### config.mk
export PLATFORM = sky130hd
export DESIGN_NAME = pipe_ctrl
export DESIGN_NICKNAME = d
export VERILOG_FILES = /design/src/rtl/pipe_ctrl.sv
export SDC_FILE = /design/constraint.sdc
export NUM_CORES = 1
export LEC_CHECK = 0
export ABC_CLOCK_PERIOD_IN_PS = 2300
export BUFFER_PORTS_ARGS = -buffer_cell sky130_fd_sc_hd__buf_2
export CAP_MARGIN = 20
export CORE_UTILIZATION = 30
export DETAILED_ROUTE_END_ITERATION = 10
export PLACE_DENSITY_LB_ADDON = 0.12
export SYNTH_ARGS = -nofsm -noshare
export SYNTH_HDL_FRONTEND = slang
export SYNTH_SLANG_ARGS = --single-unit
### constraint.sdc
create_clock -name clk -period 2.3 [get_ports clk]
set_input_delay 0.345 -clock clk [delete_from_list [all_inputs] [get_ports clk]]
set_output_delay 0.345 -clock clk [all_outputs]
set_load 0.02 [all_outputs]
### src/rtl/pipe_ctrl.sv
// Pipeline sequencer for the 5-stage MIPS core: stage enables/clears, next-PC
// select, and the mult/div occupancy FSM that feeds the D-stage stall.
module pipe_ctrl #(
  parameter int unsigned    MULT_LAT = 5,
  parameter int unsigned    DIV_LAT  = 10,
  parameter logic [31:0]    EXC_VEC  = 32'h0000_4180
) (
  input  logic        clk,
  input  logic        reset,
  input  logic        stall_req,
  input  logic        md_use_D,
  input  logic        md_start_E,
  input  logic        md_is_div_E,
  input  logic        exc_req_M,
  input  logic        eret_D,
  input  logic [31:0] epc,
  output logic        en_PC,
  output logic        en_FD,
  output logic        clr_FD,
  output logic        clr_DE,
  output logic        clr_EM,
  output logic        en_MW,
  output logic        clr_MW,
  output logic [1:0]  npc_sel,
  output logic [31:0] redirect_pc,
  output logic        md_busy,
  output logic        md_done
);

  localparam int unsigned CNT_W    = 4;
  localparam logic [CNT_W-1:0] MULT_CNT = CNT_W'(MULT_LAT - 1);
  localparam logic [CNT_W-1:0] DIV_CNT  = CNT_W'(DIV_LAT - 1);

  localparam logic [1:0] NPC_SEQ = 2'd0;
  localparam logic [1:0] NPC_EXC = 2'd1;
  localparam logic [1:0] NPC_EPC = 2'd2;

  typedef enum logic [1:0] {
    MD_IDLE = 2'd0,
    MD_BUSY = 2'd1,
    MD_DONE = 2'd2
  } md_state_e;

  md_state_e        r_state, w_state_nxt;
  logic [CNT_W-1:0] r_cnt, w_cnt_nxt;
  logic             w_md_accept;
  logic             w_md_stall;
  logic             w_stall;

  // A start in E is accepted from IDLE or DONE; an excepting M-stage kills it.
  assign w_md_accept = (r_state != MD_BUSY) & md_start_E & ~exc_req_M;

  always_ff @(posedge clk or negedge reset) begin
    if (!reset) begin
      r_state <= MD_IDLE;
      r_cnt   <= '0;
    end else begin
      r_state <= w_state_nxt;
      r_cnt   <= w_cnt_nxt;
    end
  end

  always_comb begin
    w_state_nxt = r_state;
    w_cnt_nxt   = r_cnt;
    unique case (r_state)
      MD_IDLE, MD_DONE: begin
        if (w_md_accept) begin
          w_state_nxt = MD_BUSY;
          w_cnt_nxt   = md_is_div_E ? DIV_CNT : MULT_CNT;
        end else begin
          w_state_nxt = MD_IDLE;
        end
      end
      MD_BUSY: begin
        if (r_cnt == '0) begin
          w_state_nxt = MD_DONE;
        end else begin
          w_cnt_nxt = r_cnt - 1'b1;
        end
      end
      default: begin
        w_state_nxt = MD_IDLE;
        w_cnt_nxt   = '0;
      end
    endcase
  end

  assign md_busy = (r_state == MD_BUSY);
  assign md_done = (r_state == MD_DONE);

  // md_start_E counts as busy in the same cycle so a dependent mfhi/mflo in D
  // never slips past the op being launched beside it.
  assign w_md_stall = md_use_D & (md_busy | (md_start_E & ~exc_req_M));
  assign w_stall    = stall_req | w_md_stall;

  // Controls are held inactive while reset is asserted.
  always_comb begin
    en_PC       = 1'b0;
    en_FD       = 1'b0;
    clr_FD      = 1'b0;
    clr_DE      = 1'b0;
    clr_EM      = 1'b0;
    en_MW       = 1'b0;
    clr_MW      = 1'b0;
    npc_sel     = NPC_SEQ;
    redirect_pc = '0;
    if (reset) begin
      if (exc_req_M) begin
        en_PC       = 1'b1;
        en_FD       = 1'b1;
        en_MW       = 1'b1;
        clr_FD      = 1'b1;
        clr_DE      = 1'b1;
        clr_EM      = 1'b1;
        clr_MW      = 1'b1;
        npc_sel     = NPC_EXC;
        redirect_pc = EXC_VEC;
      end else if (w_stall) begin
        clr_DE = 1'b1;
        en_MW  = 1'b1;
      end else if (eret_D) begin
        en_PC       = 1'b1;
        en_FD       = 1'b1;
        en_MW       = 1'b1;
        clr_FD      = 1'b1;
        npc_sel     = NPC_EPC;
        redirect_pc = epc;
      end else begin
        en_PC = 1'b1;
        en_FD = 1'b1;
        en_MW = 1'b1;
      end
    end
  end

endmodule

==> impl_metrics.py <==
metrics = {
    "detailed_routing": {
        "routed_wirelength_um": 2018,
        "vias": 878,
        "routedWlPerCell_um": 10.40,
        "routed_via_density": 4.526,
        "drtPass1Iterations": 5,
        "ant_nets": 0,
        "drc": 0,
        "drt_iter0_drc": 7,
    },
    "pwr": {
        "powerDensity_nw_per_um2": 672.8,
        "swShare_pct": 44.54,
        "seq_power_share_pct": 27.4,
        "clock_power_share_pct": 12.6,
        "netSwitchingPower_mw": 0.3397,
        "internal_power_mw": 0.4230,
        "power.leakage_nw": 0.7171,
        "finalPower_mw": 0.7627,
        "ir_drop_uv": 498.5,
        "power_frac_comb_pct": 60.0,
    },
    "global_route": {
        "first_global_vias": 744,
        "grt_pass1_wl_um": 3139,
        "antenna_found_initial": 0,
        "track_usage_pct": 16.74,
        "overflow": 0,
        "grt_max_degree": 21,
    },
    "min_path": {
        "hold_end": "r_state[0]",
        "worstHoldStart": "md_start_E",
        "hold_class": "in -> reg",
        "hold_depth": 3,
    },
    "synthesis": {
        "synth_top_family_by_area": "simple AND/OR/NAND/NOR gates",
        "yosys.area.top_type": "and2_1",
        "synth_most_common_cell": "and2_1",
        "yosysTopAreaCellShare_pct": 27.22,
        "syn_avg_cell_area_um2": 7.924,
        "synth-xor-area-share_pct": 0,
        "ys.flop_type": "dfrtp_1",
        "yosysWarnings": 0,
        "synth_compound_area_share_pct": 19.96,
        "synth_cells": 87,
        "synth_area_leaders": "and2_1, dfrtp_1, buf_4, o22a_2, a21oi_1",
        "synth_top_cells_by_count": "and2_1, dfrtp_1, a21oi_1, buf_4, nor2_1",
        "synthArstFlopShare_pct": 100.0,
        "synthesis.area_um2": 689.4,
        "synth_nets": 129,
        "synth-simple-area-share_pct": 44.46,
        "ys_types": 30,
        "synth_edf_count": 0,
        "synth.ff_latch_count": 6,
        "ys_seq_area_share_pct": 21.78,
        "yosys.area_share.adder_pct": 3.630,
        "synth_mux_area_share_pct": 0,
    },
    "place": {
        "post_dp_cell_area_um2": 1097,
        "io_buffers": 82,
        "place_congestion": 0.7685,
        "dp_cells": 190,
        "dp.final_hpwl_um": 1683,
    },
    "timing": {
        "slew_headroom_pct": 71.21,
        "final_hold_viol_count": 0,
        "worst_pin_slew_ps": 429.3,
        "slew_violations": 0,
        "finalSetupViolations": 0,
        "finalCritPeriodShare_pct": 94.22,
        "min_period_ps": 2167,
        "max_freq_ghz": 0.4615,
        "rsz0062_at_grt": "false",
        "fin_worst_skew_ps": 2.460,
        "whs_ps": 447.7,
        "tns_ps": 0,
    },
    "floorplanning": {
        "core_um2": 2062,
        "ios": 83,
        "std_cell_rows": 16,
        "die_h_um": 49.94,
        "start_util_pct": 33.43,
        "die_w_um": 49.94,
        "die_area_um2": 2494,
    },
    "cells_and_area": {
        "area_delta_synth_final_pct": 64.43,
        "final_cell_area_um2": 1134,
        "regArea_um2": 150.1,
        "drive_gt1_share_pct": 58.68,
        "instances_no_fill": 194,
        "antennaDiodeCount": 0,
        "fillCellCount": 204,
        "multiInputGateArea_um2": 469.2,
        "nNetsFinal": 211,
    },
    "clock_tree": {
        "cts_tree": "yes",
        "cts_buffer_depth": 2,
        "clkTransAtPathRegs_ps": 40,
        "htreeDepth": 1,
        "cts_inserted_buffers": 3,
        "clkLatencyLatePin_ps": 240,
        "post_cts_buffers": 0,
        "cts_sinks": 6,
        "clockRootBuffer": "clkbuf_4",
    },
    "worst_setup_path": {
        "critPathCaptureType": "output pin",
        "cpLargestDelayFamily": "simple AND/OR/NAND/NOR gates",
        "reg2reg_depth": 6,
        "r2r_start": "r_cnt[0]",
        "worstPathArrival_ps": 1820,
        "crit_chain": "nand2b_4 > inv_2 > o21ai_2 > nor4b_4 > buf_6 > and2_1 > buf_2",
        "cp_slowest_cell": "dfrtp_1",
        "crit_type": "reg -> out",
        "crit_required_ps": 1960,
        "crit_path_max_fanout": 20,
        "slowest_delay_ps": 450,
        "r2r_setup_slack_ps": 630,
        "crit_buf_inv": 3,
        "startpoint_type": "flip-flop",
        "worst_r2r_endpoint": "r_cnt[2]",
    },
    "run": {
        "cap_violations": 0,
    },
    "status": {
        "status": "finished, final reports clean",
    },
}
[worst max-delay path by stage]
stage / startpoint / to / cells past startpoint
after floorplan: r_state[0] / redirect_pc[21] / 6
after global routing: r_state[0] / redirect_pc[17] / 7
after CTS: r_state[0] / redirect_pc[11] / 7
final: r_state[0] / redirect_pc[13] / 7
after detailed placement: r_state[0] / redirect_pc[11] / 7
after global placement: r_state[0] / redirect_pc[2] / 7
[layer usage]
layer  up-vias  part of all wire [%]  track usage (%)
li1        448                     -                -
met1       373                    35            15.40
met2        57                    54            33.33
met3         0                    11            6.790
met4         0                     0            3.810
met5         -                     0                0
[registers in the layout (all words and copies together), names as in the netlist]
register / cells
r_cnt: 4
r_state: 2
[area by class of cell]
| cell class | instances | area share (%) |
|---|---|---|
| inverter | 5 | 1.656 |
| tap | 27 | 2.980 |
| clock buffer | 3 | 1.987 |
| timing repair buffer | 85 | 38.74 |
| sequential | 6 | 13.25 |
| multi-input combinational | 68 | 41.39 |
[layout by cell type, fill, tap and decap left out, types with 2 or more instances in the layout]
| master | n |
|---|---|
| buf_2 | 82 |
| and2_1 | 30 |
| dfrtp_1 | 6 |
| nor2_1 | 5 |
| a21oi_1 | 5 |
| inv_1 | 4 |
| nand2_1 | 3 |
| a21o_1 | 3 |
| o22a_2 | 3 |
| clkbuf_4 | 3 |
| ha_1 | 2 |
[worst min-delay path: cells and delay by family]
kind	cells	cell delay, ps
buffers and inverters	1	110
AND/OR/NAND/NOR	1	110
AO/OA/AOI/OAI	1	80
[power by group through the flow]
stage | clock, mW | combinational (mW) | sequential [mW]
finish | 0.0963 | 0.458 | 0.209
global route | 0.107 | 0.508 | 0.218
CTS | 0.102 | 0.460 | 0.209
detailed placement | 0 | 0.453 | 0.212
global placement | 0 | 0.445 | 0.207
floorplan | 0 | 0.339 | 0.198
[through the flow]
| stage | setup WS (ps) | util [%] |
|---|---|---|
| 2_1_floorplan | 521.3 | - |
| 3_3_place_gp | 381.0 | 53.22 |
| 3_5_place_dp | 372.4 | 53.22 |
| 4_1_cts | 86.29 | 54.79 |
| 5_1_grt | 10.65 | 54.98 |
| 6_report | 133.0 | 54.98 |
[kinds of logic after synthesis]
family	Yosys count
and+or+nand+nor	47
AOI/OAI and AO/OA	19
buffers and inverters	13
DFF	6
adders and majority gates	2
[what timing repair did]
action	4_1_cts	5_1_grt
endpoints found under the hold margin	6	0
gates resized for setup	0	1
hold buffers	1	0
endpoints found under the setup margin	0	13
Note: power is estimated with default switching activity, not from simulation.
